<file path="config.mk">
export PLATFORM = sky130hd
export DESIGN_NAME = ym_psg_bus_responder
export DESIGN_NICKNAME = d
export VERILOG_FILES = /design/src/rtl/ym_psg_pkg.sv /design/src/rtl/ym_psg_sync.sv /design/src/rtl/ym_psg_bus_responder.sv
export SDC_FILE = /design/constraint.sdc
export NUM_CORES = 1
export LEC_CHECK = 0
export CAP_MARGIN = 15
export CORE_MARGIN = 3
export CORE_UTILIZATION = 59
export DETAILED_ROUTE_END_ITERATION = 16
export PLACE_DENSITY = 0.86
export SYNTH_ARGS = -nofsm -noshare
export SYNTH_HDL_FRONTEND = slang
export SYNTH_HIERARCHICAL = 1
export SYNTH_SLANG_ARGS = --single-unit
</file>
<file path="constraint.sdc">
create_clock -name cpu_clock -period 4.05 [get_ports cpu_clock]
set_input_delay 0.81 -clock cpu_clock [delete_from_list [all_inputs] [get_ports cpu_clock]]
set_output_delay 0.81 -clock cpu_clock [all_outputs]
set_load 0.005 [all_outputs]
</file>
<file path="src/rtl/ym_psg_pkg.sv">
// Shared definitions for the TurboSound PSG bus responder:
// bus mode codes, FSM states and per-register width masks.
package ym_psg_pkg;

  typedef enum logic [1:0] {
    MODE_IDLE  = 2'b00,
    MODE_READ  = 2'b01,
    MODE_WRITE = 2'b10,
    MODE_LATCH = 2'b11
  } bus_mode_e;

  typedef enum logic [1:0] {
    ST_IDLE   = 2'd0,
    ST_ARMING = 2'd1,
    ST_ACTIVE = 2'd2
  } bus_state_e;

  localparam logic [4:0] TS_SELECT     = 5'b11111;
  localparam logic [3:0] ENV_SHAPE_REG = 4'd13;

  // Index 15 first: {R15, R14, ..., R1, R0}
  localparam logic [15:0][7:0] REG_MASK = {
    8'hFF, 8'hFF, 8'h0F, 8'hFF, 8'hFF, 8'h1F, 8'h1F, 8'h1F,
    8'hFF, 8'h1F, 8'h0F, 8'hFF, 8'h0F, 8'hFF, 8'h0F, 8'hFF
  };

  function automatic logic [7:0] mask_value(input logic [3:0] addr,
                                            input logic [7:0] value);
    return value & REG_MASK[addr];
  endfunction

endpackage

</file>
<file path="src/rtl/ym_psg_sync.sv">
// N-stage flop synchronizer for asynchronous bus inputs.
module ym_psg_sync #(
  parameter int unsigned STAGES = 2,
  parameter int unsigned WIDTH  = 1
) (
  input  logic             i_clk,
  input  logic             i_rst_n,
  input  logic [WIDTH-1:0] i_d,
  output logic [WIDTH-1:0] o_q
);

  logic [STAGES-1:0][WIDTH-1:0] r_pipe;

  always_ff @(posedge i_clk or negedge i_rst_n) begin
    if (!i_rst_n) begin
      r_pipe <= '0;
    end else begin
      r_pipe <= {r_pipe[STAGES-2:0], i_d};
    end
  end

  assign o_q = r_pipe[STAGES-1];

endmodule

</file>
<file path="src/rtl/ym_psg_bus_responder.sv">
// bc1/bdir bus endpoint emulating two YM2149 register files (TurboSound),
// with glitch-filtered bus cycles, write stream and read-back.
module ym_psg_bus_responder
  import ym_psg_pkg::*;
#(
  parameter int unsigned SYNC_STAGES = 2,
  parameter int unsigned MIN_ACTIVE  = 2
) (
  input  logic       cpu_clock,
  input  logic       reset,
  input  logic       bc1,
  input  logic       bdir,
  input  logic [7:0] data_in,
  output logic [7:0] data_out,
  output logic       data_oe,
  output logic       cur_chip,
  output logic [3:0] cur_addr,
  output logic       wr_strobe,
  output logic       wr_chip,
  output logic [3:0] wr_addr,
  output logic [7:0] wr_data,
  output logic       env_restart
);

  localparam logic [3:0] MIN_A = 4'(MIN_ACTIVE);

  logic       w_bc1;
  logic       w_bdir;
  logic [7:0] w_data;
  bus_mode_e  w_mode;

  ym_psg_sync #(.STAGES(SYNC_STAGES), .WIDTH(1)) u_sync_bc1 (
    .i_clk(cpu_clock), .i_rst_n(reset), .i_d(bc1), .o_q(w_bc1)
  );
  ym_psg_sync #(.STAGES(SYNC_STAGES), .WIDTH(1)) u_sync_bdir (
    .i_clk(cpu_clock), .i_rst_n(reset), .i_d(bdir), .o_q(w_bdir)
  );
  ym_psg_sync #(.STAGES(SYNC_STAGES), .WIDTH(8)) u_sync_data (
    .i_clk(cpu_clock), .i_rst_n(reset), .i_d(data_in), .o_q(w_data)
  );

  assign w_mode = bus_mode_e'({w_bdir, w_bc1});

  bus_state_e r_state, nxt_state;
  bus_mode_e  r_mode, nxt_mode;
  logic [3:0] r_cnt, nxt_cnt;
  logic [3:0] w_cnt_inc;
  logic       w_commit;

  logic [7:0] r_hold;
  logic [7:0] r_regs [2][16];
  logic [3:0] r_addr [2];
  logic       r_chip;
  logic       r_wr_strobe;
  logic       r_wr_chip;
  logic [3:0] r_wr_addr;
  logic [7:0] r_wr_data;
  logic       r_env;
  logic       r_oe;
  logic [7:0] r_dout;

  logic [3:0] w_sel_addr;
  logic [3:0] w_wr_addr;
  logic [7:0] w_wr_val;

  assign w_cnt_inc  = r_cnt + 4'd1;
  assign w_sel_addr = r_addr[r_chip];
  assign w_wr_addr  = r_addr[r_chip];
  assign w_wr_val   = mask_value(w_wr_addr, r_hold);

  always_ff @(posedge cpu_clock or negedge reset) begin
    if (!reset) begin
      r_state <= ST_IDLE;
      r_mode  <= MODE_IDLE;
      r_cnt   <= '0;
    end else begin
      r_state <= nxt_state;
      r_mode  <= nxt_mode;
      r_cnt   <= nxt_cnt;
    end
  end

  // A mode change while armed or active restarts the filter for the new mode;
  // with MIN_ACTIVE of 1 the first synchronized cycle already qualifies.
  always_comb begin
    nxt_state = r_state;
    nxt_mode  = r_mode;
    nxt_cnt   = r_cnt;
    w_commit  = 1'b0;
    unique case (r_state)
      ST_IDLE: begin
        if (w_mode != MODE_IDLE) begin
          nxt_mode  = w_mode;
          nxt_cnt   = 4'd1;
          nxt_state = (MIN_A <= 4'd1) ? ST_ACTIVE : ST_ARMING;
        end
      end
      ST_ARMING: begin
        if (w_mode == MODE_IDLE) begin
          nxt_state = ST_IDLE;
        end else if (w_mode == r_mode) begin
          nxt_cnt = w_cnt_inc;
          if (w_cnt_inc >= MIN_A) nxt_state = ST_ACTIVE;
        end else begin
          nxt_mode  = w_mode;
          nxt_cnt   = 4'd1;
          nxt_state = (MIN_A <= 4'd1) ? ST_ACTIVE : ST_ARMING;
        end
      end
      ST_ACTIVE: begin
        if (w_mode == MODE_IDLE) begin
          w_commit  = 1'b1;
          nxt_state = ST_IDLE;
        end else if (w_mode != r_mode) begin
          nxt_mode  = w_mode;
          nxt_cnt   = 4'd1;
          nxt_state = (MIN_A <= 4'd1) ? ST_ACTIVE : ST_ARMING;
        end
      end
      default: nxt_state = ST_IDLE;
    endcase
  end

  always_ff @(posedge cpu_clock or negedge reset) begin
    if (!reset) begin
      r_hold      <= '0;
      r_chip      <= 1'b0;
      r_addr[0]   <= '0;
      r_addr[1]   <= '0;
      r_wr_strobe <= 1'b0;
      r_wr_chip   <= 1'b0;
      r_wr_addr   <= '0;
      r_wr_data   <= '0;
      r_env       <= 1'b0;
      r_oe        <= 1'b0;
      r_dout      <= '0;
    end else begin
      r_wr_strobe <= 1'b0;
      r_env       <= 1'b0;
      if (w_mode != MODE_IDLE) r_hold <= w_data;
      r_oe   <= (nxt_state == ST_ACTIVE) && (nxt_mode == MODE_READ);
      r_dout <= mask_value(w_sel_addr, r_regs[r_chip][w_sel_addr]);
      if (w_commit) begin
        if (r_mode == MODE_LATCH) begin
          if (r_hold[7:3] == TS_SELECT) begin
            r_chip <= r_hold[0];
          end else if (r_hold[7:4] == 4'h0) begin
            r_addr[r_chip] <= r_hold[3:0];
          end
        end else if (r_mode == MODE_WRITE) begin
          r_wr_strobe <= 1'b1;
          r_wr_chip   <= r_chip;
          r_wr_addr   <= w_wr_addr;
          r_wr_data   <= w_wr_val;
          r_env       <= (w_wr_addr == ENV_SHAPE_REG);
        end
      end
    end
  end

  always_ff @(posedge cpu_clock or negedge reset) begin
    if (!reset) begin
      for (int unsigned c = 0; c < 2; c++) begin
        for (int unsigned a = 0; a < 16; a++) begin
          r_regs[c][a] <= '0;
        end
      end
    end else if (w_commit && (r_mode == MODE_WRITE)) begin
      r_regs[r_chip][w_wr_addr] <= w_wr_val;
    end
  end

  assign data_out    = r_dout;
  assign data_oe     = r_oe;
  assign cur_chip    = r_chip;
  assign cur_addr    = r_addr[r_chip];
  assign wr_strobe   = r_wr_strobe;
  assign wr_chip     = r_wr_chip;
  assign wr_addr     = r_wr_addr;
  assign wr_data     = r_wr_data;
  assign env_restart = r_env;

endmodule

</file>
======== Word level (Yosys, flattened, before mapping) ========
Memories as Yosys holds them, arrays and structs flattened.
Cells that the tools add are included.
cells by class
  $lt $le $gt $ge ......................... 6
  add/sub/neg operators ................... 1
  reductions and logical operators ........ 13
  multiplexer cells ....................... 45
  equality and inequality tests ........... 14
  bitwise operators ....................... 6
operators with widths
  operator                                                                       count
  128-bit 2-to-1 mux                                                             4
  256-bit bitwise mux                                                            1
  128-bit demux with 1-bit select                                                1
  4-bit 2-to-1 mux                                                               9
  8-bit binary-select mux with 4-bit select                                      1
  8-bit demux with 4-bit select                                                  1
  8-bit 2-to-1 mux                                                               4
  2-bit 2-to-1 mux                                                               11
  8-bit bitwise AND                                                              2
  2-bit one-hot mux with 3 select lines                                          2
  4-bit one-hot mux with 3 select lines                                          1
  8-bit bitwise mux                                                              1
  2-bit == test (second input constant)                                          4
  1-bit 2-to-1 mux                                                               8
  2-bit != test (second input constant)                                          4
  3-bit AND reduction                                                            2
  5-bit == test (second input constant)                                          1
  5-bit greater-or-equal comparator (second input constant)                      1
  4-bit by 5-bit less-than comparator with 1-bit output (second input constant)  1
  5-bit by 1-bit less-than comparator with 1-bit output (second input constant)  1
  4-bit NOT with 5-bit output                                                    1
  5-bit AND reduction                                                            1
  4-bit by 1-bit adder with 4-bit output (second input constant)                 1
  4-bit demux with 1-bit select                                                  1
  15 further kinds                                                               21
storage, ports and cells
  memories kept ........................... 1
  bits of input ports ..................... 12
  logic and storage cells ................. 138
  bits in registers ....................... 325
  memory bits (read-only) ................. 128
memories
  memory           depth  width  rd ports  clocked after memory_dff  wr ports  line              RTL
  (no name shown)  16     8      1         0                         0         ym_psg_pkg.sv:29  return value & REG_MASK[addr];

======== Logic depth before layout (Yosys ltp) ========
Gate-level depths: netlist of the first run.
  depth in word-level cells ............... 12
  depth in mapped cells ................... 11
  mapped depth without buffers ............ 7

======== Hierarchy ========
The synthesis of the first run kept the hierarchy.
modules (own cells, without submodules)
  module                         cells an instance  area an instance (um2)  instances  seq. area each (um2)
  ym_psg_bus_responder           1041               14295.0                 1          7632.3
  ym_psg_sync at u_sync_data     24                 460.4                   1          400.4
  ym_psg_sync at u_sync_bc1 ...  2                  50.0                    2          50.0

======== Worst setup path before layout of the first run ========
No wires, ideal clock.
  path kind ............................... register -> register
  start ................................... register r_chip (netlist: cur_chip)
  end ..................................... register r_regs[112] (netlist bit)
  slack ................................... 1.455 ns
  path buffers ............................ 5
  arrival time ............................ 2.470 ns
  cell stages (with the launch flop) ...... 12
  period minus slack after synthesis ...... 2.595 ns
  data required time ...................... 3.925 ns
  path through ............................ dfrtp_1 buf_4 mux2i_1 inv_2 buf_2 buf_2 ha_1 clkbuf_1 and3_1 buf_2 nand2_2 mux2_2
on the way
  word-level cells in the longest chain between the ends .. 12
  elaborated cells between the ends (all ways) .. 19
  classes of those cells .................. order compare: 4; mux: 9; bitwise: 3; reduce/logical: 2; memory: 1
RTL lines
  item                                                                                                                                     line                         RTL
  start: declaration                                                                                                                       ym_psg_bus_responder.sv:53   logic r_chip;
  start signal: assignment                                                                                                                 ym_psg_bus_responder.sv:146  r_chip <= r_hold[0];
  1-bit NOT with 2-bit output (*)                                                                                                          n/a
  4-bit 2-to-1 mux (*) (3 in a row)                                                                                                        n/a
  named net cur_addr[0]                                                                                                                    ym_psg_bus_responder.sv:17   output logic [3:0] cur_addr,
  4-bit NOT with 5-bit output (implied by the code)                                                                                        ym_psg_bus_responder.sv:169  r_regs[r_chip][w_wr_addr] <= w_wr_val;
  5-bit greater-or-equal comparator (implied by the code) / 5-bit by 1-bit less-than comparator with 1-bit output (equally long branches)  ym_psg_bus_responder.sv:169
  1-bit logical AND (implied by the code)                                                                                                  ym_psg_bus_responder.sv:169
  8-bit 2-to-1 mux (implied by the code)                                                                                                   ym_psg_bus_responder.sv:169
  8-bit demux with 4-bit select                                                                                                            ym_psg_bus_responder.sv:169
  128-bit 2-to-1 mux (implied by the code)                                                                                                 ym_psg_bus_responder.sv:169
  128-bit demux with 1-bit select                                                                                                          ym_psg_bus_responder.sv:169
  256-bit bitwise mux (*)                                                                                                                  ym_psg_bus_responder.sv:169
  end signal: indexed assignment                                                                                                           ym_psg_bus_responder.sv:169
  end: declaration                                                                                                                         ym_psg_bus_responder.sv:51   logic [7:0] r_regs [2][16];
Mark *: on every way through the listed nets, which the timed path passes. The rest lies on a longest branch. The select of a mux whose other input is x is not followed.
A chain may end at the register's enable or synchronous reset.

======== Final worst setup path of the first run ========
  start ................................... register r_chip (netlist: cur_chip)
  end ..................................... output cur_addr[1]
on the way
  word-level cells in the longest chain between the ends .. 4
RTL lines
  item                                                 line                         RTL
  1-bit NOT with 2-bit output (implied by the code)    ym_psg_bus_responder.sv:176  assign cur_addr = r_addr[r_chip];
  4-bit 2-to-1 mux (implied by the code) (3 in a row)  ym_psg_bus_responder.sv:176
  end: declaration                                     ym_psg_bus_responder.sv:17
No other way between the ends. The select of a mux whose other input is x is not followed.

==> results by group, run 1 <==
Drt
  – Routed Wire Length: about 36000 um
  – Remaining DRCs: 0
  – Wire length per cell: 25.4 um
  – Avg Vias per Cell: around 6.5
  – Antenna viol nets, final: 0
  – Initial drt markers: between 1000 and 1500
  – Vias: approximately 9300
  – Drt pass-1 iters: 6

Floorplanning
  – Num ports: a little over 40
  – Die height: between 150 and 200 um
  – # rows: 57
  – Initial Util: a little over 60%
  – Core area: around 25000 um2
  – DIE WIDTH: 165 um
  – Die ar.: between 20000 and 30000 um2

Worst setup path
  – Worst endpoint required time: between 3 and 4 ns
  – Crit path kind: flop to output pin
  – Critical path buffer and inverter count: 2
  – CP top delay family: buffers and inverters
  – Worst path cell trace: and2_1 -> nor2_1 -> inv_1 -> clkdlybuf4s50_1
  – CP Max Fanout: 26
  – Worst Setup End Kind: output pin
  – CP startpoint kind: flop
  – Worst Path Arrival: approximately 3.2 ns
  – CP max stage cell: and2_1
  – Critical Path Max Stage Delay: 0.74 ns

STA
  – RSZ-0062 raised after global routing: no
  – Worst-margin pin slew: around 1.1 ns
  – Crit path time final: just under 4 ns
  – Clock skew: between 0.02 and 0.025 ns
  – Endpoints failing hold: 0
  – Peak Freq: roughly 0.25 GHz
  – Setup violators final: 0
  – Setup TNS: 0 ns
  – Fin crit share: between 90 and 100%
  – Slew HR: 29.7%
  – Max-slew violations: 0

Synthesis
  – Sequential area share after synthesis: a little over half
  – Avg Cell Area, Syn: between 10 and 15 um2
  – Yosys top cell by area: dfrtp_1
  – Async set-reset flop share out of synthesis: 100%
  – Seq cells post-synth: ~330
  – Cell variety after synth: 66
  – Synth warn: 6
  – Synth cell count leaders: dfrtp_1 (325), mux2_2 (245), mux2i_1 (58), nand2_1 (53), mux2_1 (34)
  – Syn_nets: 1088
  – Most frequent cell after synthesis: dfrtp_1
  – Most used DFF post-synth: dfrtp_1
  – Leading post-synthesis cells by cell area: dfrtp_1 (55%), mux2_2 (19%), mux4_2 (4.4%)
  – Gate Count Post-Synth: roughly 1100
  – Number of enable flip-flop cells after synthesis: 0
  – Area of the mapped netlist: approximately 15000 um2
  – Top-area cell type share of the netlist area: 54.7%

Clocking
  – # hold bufs at CTS: 0
  – CTS tree: done
  – CTS root buffer: clkbuf_16
  – Worst-Skew Late Latency: approximately 0.57 ns
  – H-tree levels: 1
  – CTS Sinks: between 300 and 400
  – Reg clk slew, reported paths: 0.06 ns
  – Post-CTS Setup Bufs: 0
  – TritonCTS Buffers: 31
  – Longest Clk Path Bufs: 3
  – CTS-repair resized insts: 0

Power and ir drop
  – Clock group share of total power: between 40% and 50%
  – Switch Pwr: roughly 1600 uW
  – Net switching fraction of the power: between 20% and 30%
  – Flop pwr share: 50.2%
  – Static leakage: 0.00783 uW
  – Pwr per Cell Area: ~410 nW/um2
  – Combinational share of power: between 7 and 8%
  – Total Power: 6780 uW
  – P_int: 5200 uW
  – Worst VDD drop: ~0.34 mV

Global routing
  – Largest net degree at the start of global routing: 104
  – Initial antenna violation count: 0
  – Vias in the first global route: between 9000 and 10000
  – Global route overflow: 0
  – First-pass GRT wire length: approximately 57000 um
  – All-layer global routing usage: between 20 and 30%

Finish
  – Diodes inserted: 0
  – Reg area: 8140 um2
  – Multi-input gate area: approximately 6000 um2
  – NumNets Final: ~1100
  – Fin cells: 1427
  – Layout cells sized above 1: 35.5%
  – Final core utilization: 66.8%
  – Fill cells: ~1700
  – Synthesis-to-finish area growth: 10.3%

Placed design
  – IO buf count: 40
  – Routability Congestion: just under 1
  – Hpwl dp: roughly 23000 um
  – Cells after DPL: 1374

Job
  – Maximum Capacitance Violations: 0

Status
  – Status: complete, no violations

Hold path
  – Min-delay worst type: input pin to async pin
layout make-up:
cell class / count / share of cell area (%)
inverter: 10 / 0.229
clock buffer: 43 / 5.25
clock inverter: 10 / 0.794
timing repair buffer: 66 / 3.82
tap: 324 / 2.47
sequential: 325 / 49.7
multi-input combinational: 649 / 37.8
state kept, by name, summed over array words and instances (netlist names), 2 cells and up:
name,flops
r_regs,256
data_out,8
r_addr,8
r_hold,8
u_sync_data/o_q,8
u_sync_data/r_pipe,8
wr_data,8
r_cnt,4
wr_addr,4
r_mode,2
r_state,2
power groups by stage:
stage                     sequential [uW]  combinational (uW)  clock (uW)
final                                3400                 517        2860
after global routing                 3410                 565        3030
after CTS                            3400                 517        2880
after detailed placement             3460                 514           0
after global placement               3460                 501           0
after floorplan                      3430                 287           0
cells in the final DEF (no fill, tap or decap), types with 24 or more instances in the layout:
master           instances
buf_4                   24
clkbuf_16               31
clkdlybuf4s50_1         39
dfrtp_1                322
mux2_1                  34
mux2_2                 245
mux2i_1                 58
mux4_2                  29
nand2_1                 53
nand2_2                 28
final timing paths:
check                           cells after the start  slack, ns                        end                            start
worst max-delay path                                4       0.08                cur_addr[1]             cur_chip$_DFFE_PN0P_
worst min-delay path                                1       0.32    r_regs[169]$_DFFE_PN0P_                            reset
worst max register to register                      8       0.56      data_out[5]$_DFF_PN0_             cur_chip$_DFFE_PN0P_
worst min register to register                      0       0.35  u_sync_bdir/o_q$_DFF_PN0_  u_sync_bdir/r_pipe[0]$_DFF_PN0_
max in group asynchronous                           2       2.67    r_regs[151]$_DFFE_PN0P_                            reset
min in group cpu_clock                              0       0.35  u_sync_bdir/o_q$_DFF_PN0_  u_sync_bdir/r_pipe[0]$_DFF_PN0_
metrics by stage:
| stage | area, um2 | setup slack (ns) | hold WS (ns) |
|---|---|---|---|
| 6_report | 16400 | 0.0757 | 0.323 |
| 5_1_grt | 16400 | 0.0567 | 0.351 |
| 4_1_cts | 16400 | 0.172 | 0.347 |
| 3_5_place_dp | 15400 | 0.752 | 0.338 |
| 3_3_place_gp | 15400 | 0.754 | 0.333 |
| 2_1_floorplan | 14900 | 1.46 | 0.331 |
routing by layer:
| metal | part of all wire (%) | up-vias | global-route usage, % | wire [um] |
|---|---|---|---|---|
| met5 | 0 | - | 0 | 0 |
| met4 | 3.6 | 0 | 9.15 | 1310 |
| met3 | 8.1 | 119 | 5.14 | 2940 |
| met2 | 48 | 412 | 45.5 | 17600 |
| met1 | 40 | 4895 | 37.8 | 14500 |
| li1 | - | 3898 | - | - |
worst register-to-register path, delay by kind of cell, from the launching register on:
kind | cells | cell delay (ns)
multiplexers | 1 | 0.41
AND/OR/NAND/NOR | 3 | 1.02
AO/OA/AOI/OAI | 2 | 0.50
buffers and inverters | 2 | 0.78
flip-flops | 1 | 0.66
cells by family after synthesis:
| group | after synthesis | synth area share (%) |
|---|---|---|
| buf+inv | 95 | 3.64 |
| xor+xnor | 2 | 0.118 |
| flops | 325 | 54.7 |
| mux | 366 | 29.5 |
| compound gates | 104 | 5.20 |
| fa+ha+maj | 7 | 0.590 |
| simple gates | 170 | 6.26 |
Power figures use the tool's default switching activity.
==> run 2, diff against run 1 <==
--- a/config.mk
+++ b/config.mk
@@ -6,9 +6,9 @@
 export NUM_CORES = 1
 export LEC_CHECK = 0
 export CAP_MARGIN = 15
-export CORE_MARGIN = 3
 export CORE_UTILIZATION = 59
 export DETAILED_ROUTE_END_ITERATION = 16
+export GPL_ROUTABILITY_DRIVEN = 0
 export PLACE_DENSITY = 0.86
 export SYNTH_ARGS = -nofsm -noshare
 export SYNTH_HDL_FRONTEND = slang
==> run 2 against run 1 <==
Compared with the run above: final area rose by 1.1%; clock-buffer cell count rose by 8; sequential share of layout area fell by 0.53 points; critical endpoint unchanged; largest cell class unchanged.
==> results by group, run 2 (synthesis results as in run 1) <==
Global routing
  – All-layer global routing usage: 29.0%
  – Initial antenna violation count: 0
  – Global route overflow: 0
  – Vias in the first global route: 9697
  – First-pass GRT wire length: approximately 57000 um
  – Largest net degree at the start of global routing: between 100 and 150

Worst setup path
  – CP top delay family: buffers and inverters
  – Critical path buffer and inverter count: 3
  – Worst Setup End Kind: output pin
  – Worst Path Arrival: approximately 3.0 ns
  – CP max stage cell: clkdlybuf4s50_1
  – CP Max Fanout: 19
  – Crit path kind: flop to output pin
  – Worst endpoint required time: ~3.2 ns
  – Critical Path Max Stage Delay: roughly 0.65 ns
  – CP startpoint kind: flop
  – Worst path cell trace: and2_1 -> nor2_1 -> buf_4 -> inv_1 -> clkdlybuf4s50_1

Clocking
  – Worst-Skew Late Latency: between 0.5 and 0.6 ns
  – CTS root buffer: clkbuf_16
  – CTS Sinks: approximately 330
  – # hold bufs at CTS: 0
  – Longest Clk Path Bufs: 3
  – TritonCTS Buffers: 34
  – Reg clk slew, reported paths: about 0.06 ns
  – CTS-repair resized insts: 0
  – CTS tree: done
  – H-tree levels: 2
  – Post-CTS Setup Bufs: 0

Floorplanning
  – Core area: between 20000 and 25000 um2
  – Initial Util: 60.6%
  – Num ports: just over 40
  – Die ar.: around 26000 um2
  – DIE WIDTH: 161 um
  – Die height: 161 um
  – # rows: 57

Job
  – Maximum Capacitance Violations: 0

STA
  – RSZ-0062 raised after global routing: no
  – Max-slew violations: 0
  – Fin crit share: between 90 and 100%
  – Slew HR: 33.0%
  – Worst-margin pin slew: approximately 1 ns
  – Clock skew: between 0.01 and 0.015 ns
  – Setup violators final: 0
  – Peak Freq: 0.264 GHz
  – Setup ws final: ~0.26 ns
  – Setup TNS: 0 ns
  – Crit path time final: around 3.8 ns
  – Endpoints failing hold: 0

Drt
  – Avg Vias per Cell: 6.47
  – Antenna viol nets, final: 0
  – Remaining DRCs: 0
  – Routed Wire Length: about 36000 um
  – Wire length per cell: ~25 um
  – Vias: 9285
  – Initial drt markers: about 1000
  – Drt pass-1 iters: 9

Finish
  – Commonest cells after routing, fill and taps aside: dfrtp_1 (322), mux2_2 (245), mux2i_1 (58), nand2_1 (53), clkdlybuf4s50_1 (39)
  – NumNets Final: 1106
  – Diodes inserted: 0
  – Fin area: ~17000 um2
  – Layout cells sized above 1: 36.3%
  – Fill cells: ~1700
  – Fin cells: approximately 1400
  – Multi-input gate area: 6180 um2
  – Most flops, register: r_regs
  – Synthesis-to-finish area growth: 11.5%
  – Reg area: 8140 um2
  – Most common cell after layout, fill and taps aside: dfrtp_1
  – Max FFs per register: approximately 260

Power and ir drop
  – Pwr per Cell Area: 426 nW/um2
  – Total Power: ~7100 uW
  – Worst VDD drop: 0.363 mV
  – Static leakage: 0.00793 uW

Placed design
  – Place WS: around 0.90 ns
  – Hpwl dp: between 20000 and 25000 um
  – IO buf count: 40
  – Cells after DPL: 1374
  – DP Area: between 15000 and 20000 um2

Status
  – Status: complete, no violations

Hold path
  – Min-delay worst type: flop to flop
-- run 2: changes by cell type in the layout (fill, tap and decap cells not counted) --
cell / before / now
buf_12: 2 / 3
buf_4: 24 / 23
buf_8: 1 / 2
bufinv_16: 3 / 1
clkbuf_1: 8 / 5
clkbuf_16: 31 / 37
clkbuf_8: 4 / 9
clkinv_2: 5 / 7
clkinvlp_4: 2 / 1
-- run 2: per-layer routing --
| metal | vias to the layer above | track usage, % | wire length [um] |
|---|---|---|---|
| li1 | 3914 | - | - |
| met1 | 4795 | 39.3 | 14200 |
| met2 | 456 | 47.1 | 17200 |
| met3 | 120 | 5.79 | 2970 |
| met4 | 0 | 9.70 | 1350 |
| met5 | - | 0 | 0 |
-- run 2: power breakdown --
| part | switching [uW] | internal (uW) |
|---|---|---|
| registers | 68.9 | 3330 |
| clock network | 1240 | 1890 |
| logic | 311 | 214 |
-- run 2: worst paths after layout --
check | start | end | slack, ns | cells past startpoint
max | cur_chip$_DFFE_PN0P_ | cur_addr[1] | 0.26 | 5
min | u_sync_bc1/r_pipe[0]$_DFF_PN0_ | u_sync_bc1/o_q$_DFF_PN0_ | 0.34 | 0
max reg2reg | cur_chip$_DFFE_PN0P_ | r_regs[111]$_DFFE_PN0P_ | 0.84 | 8
min reg2reg | u_sync_bc1/r_pipe[0]$_DFF_PN0_ | u_sync_bc1/o_q$_DFF_PN0_ | 0.34 | 0
max in group asynchronous | reset | r_hold[5]$_DFFE_PN0N_ | 2.68 | 2
min in group asynchronous | reset | u_sync_data/o_q[2]$_DFF_PN0_ | 0.37 | 1
-- run 2: layout make-up --
| cell class | count | area share [%] |
|---|---|---|
| timing repair buffer | 67 | 3.94 |
| tap | 324 | 2.45 |
| sequential | 325 | 49.1 |
| inverter | 10 | 0.227 |
| clock inverter | 9 | 0.438 |
| clock buffer | 51 | 6.45 |
| multi-input combinational | 649 | 37.3 |
-- run 2: per-stage QoR --
stage / hold WS (ns) / utilization (%)
2_1_floorplan: 0.331 / -
3_3_place_gp: 0.332 / 62.8
3_5_place_dp: 0.336 / 62.8
4_1_cts: 0.345 / 67.4
5_1_grt: 0.350 / 67.5
6_report: 0.341 / 67.5
==> run 3, diff against run 2 <==
--- a/config.mk
+++ b/config.mk
@@ -6,6 +6,7 @@
 export NUM_CORES = 1
 export LEC_CHECK = 0
 export CAP_MARGIN = 15
+export CORE_ASPECT_RATIO = 0.8
 export CORE_UTILIZATION = 59
 export DETAILED_ROUTE_END_ITERATION = 16
 export GPL_ROUTABILITY_DRIVEN = 0
==> run 3 against run 2 <==
Compared with the run above: clock power decreased by 11%; total power shrank 4.6%; final cell count is 0.42% lower; sequential share of layout area is 0.34 points higher; register-to-register slack better by 0.02 ns; worst hold slack worse by 0.016 ns; critical path depth is 1 lower; clock skew increased by 0.017 ns; wire length increased by 0.90%; sequential cell count did not move; global-route usage down 0.11 points; sequential power about the same; highest routed layer unchanged.
==> results by group, run 3 (synthesis results as in run 1) <==
Clocking
  – Reg clk slew, reported paths: ~0.070 ns
  – Longest Clk Path Bufs: 3
  – H-tree levels: 1
  – CTS tree: done
  – CTS-repair resized insts: 0
  – CTS Sinks: around 330
  – Worst-Skew Late Latency: roughly 0.58 ns
  – CTS root buffer: clkbuf_16
  – TritonCTS Buffers: 30
  – Post-CTS Setup Bufs: 0
  – # hold bufs at CTS: 0

Worst setup path
  – Worst endpoint required time: around 3.2 ns
  – Crit path kind: flop to output pin
  – R2r worst-path depth: 5
  – CP Max Fanout: 19
  – Worst Setup End Kind: output pin
  – Worst Path Arrival: between 2 and 3 ns
  – CP startpoint kind: flop
  – R2r setup slk: 0.86 ns

Finish
  – Most common cell after layout, fill and taps aside: dfrtp_1
  – Diodes inserted: 0
  – Fin cells: 1429
  – Layout cells sized above 1: around 36%
  – Most flops, register: r_regs
  – Max FFs per register: roughly 260
  – NumNets Final: ~1100
  – Commonest cells after routing, fill and taps aside: dfrtp_1 (322), mux2_2 (245), mux2i_1 (58), nand2_1 (53), clkdlybuf4s50_1 (39)
  – Synthesis-to-finish area growth: 10.7%

Drt
  – Antenna viol nets, final: 0
  – Avg Vias per Cell: 6.59
  – Remaining DRCs: 0
  – Initial drt markers: between 1000 and 1500
  – Vias: around 9400
  – Routed Wire Length: between 30000 and 40000 um
  – Drt pass-1 iters: 5
  – Wire length per cell: ~25 um

Floorplanning
  – Num ports: 41
  – DIE WIDTH: 179 um
  – Core area: between 20000 and 25000 um2
  – Initial Util: approximately three fifths
  – # rows: 51
  – Die ar.: around 26000 um2
  – Die height: roughly 140 um

Placed design
  – Hpwl dp: roughly 24000 um
  – IO buf count: 40
  – Cells after DPL: around 1400

STA
  – Slew HR: 39.0%
  – Worst-margin pin slew: around 0.9 ns
  – Fin crit share: 85.2%
  – Peak Freq: between 0.2 and 0.3 GHz
  – Endpoints failing hold: 0
  – Max-slew violations: 0
  – Setup violators final: 0
  – Setup TNS: 0 ns
  – Crit path time final: 3.45 ns
  – Clock skew: approximately 0.030 ns
  – RSZ-0062 raised after global routing: no

Global routing
  – Largest net degree at the start of global routing: 110
  – Global route overflow: 0
  – All-layer global routing usage: 28.9%
  – Vias in the first global route: about 9600
  – Initial antenna violation count: 0
  – First-pass GRT wire length: between 50000 and 60000 um

Hold path
  – Min-delay worst type: input pin to async pin

Status
  – Status: complete, no violations

Power and ir drop
  – Worst VDD drop: ~0.35 mV
  – Pwr per Cell Area: 409 nW/um2
  – Static leakage: roughly 0.0079 uW

Job
  – Maximum Capacitance Violations: 0
run 3: power breakdown:
part           internal (uW)  switching, uW
registers               3330           75.6
logic                    221            316
clock network           1570           1210
run 3: per-layer routing:
| layer | vias to the layer above | part of all wire [%] | GRT usage, % |
|---|---|---|---|
| li1 | 3923 | - | - |
| met1 | 4914 | 42 | 39.9 |
| met2 | 468 | 44 | 43.9 |
| met3 | 119 | 9.4 | 7.75 |
| met4 | 0 | 4.0 | 11.5 |
| met5 | - | 0 | 0 |
run 3: worst paths after layout:
path                                                  from                           end
max reg2reg                           r_state[1]$_DFF_PN0_       r_regs[144]$_DFFE_PN0P_
max in group asynchronous                            reset         r_regs[6]$_DFFE_PN0P_
min in group cpu_clock     u_sync_data/r_pipe[5]$_DFF_PN0_  u_sync_data/o_q[5]$_DFF_PN0_
min reg2reg                u_sync_data/r_pipe[5]$_DFF_PN0_  u_sync_data/o_q[5]$_DFF_PN0_
min                                                  reset          r_cnt[2]$_DFFE_PN0P_
max                                   cur_chip$_DFFE_PN0P_                   cur_addr[0]
run 3: area by class of cell:
cell class                      count  area [um2]
Clock buffer                       44         883
Clock inverter                     10        90.1
Fill cell                        1709        8060
Inverter                           10        37.5
Multi-Input combinational cell    649        6180
Sequential cell                   325        8140
Tap cell                          318         398
Timing Repair Buffer               73         713
run 3: worst max-delay path, cell delays in order (launching register included):
cell	delay, ns
dfrtp_4	0.63
mux2i_1	0.21
inv_2	0.44
buf_4	0.27
clkdlybuf4s50_1	0.52
run 3: through the flow:
step           hold WS [ns]  utilization, %  worst slack [ns]  power (uW)  area (um2)
5_1_grt               0.356            67.1             0.546        6930       16400
3_5_place_dp          0.337            62.9             0.823        3980       15400
2_1_floorplan         0.331               -              1.46        3720       14900
4_1_cts               0.350            66.9             0.578        6750       16400
3_3_place_gp          0.332            62.9             0.970        3970       15400
6_report              0.325            67.1             0.599        6730       16400
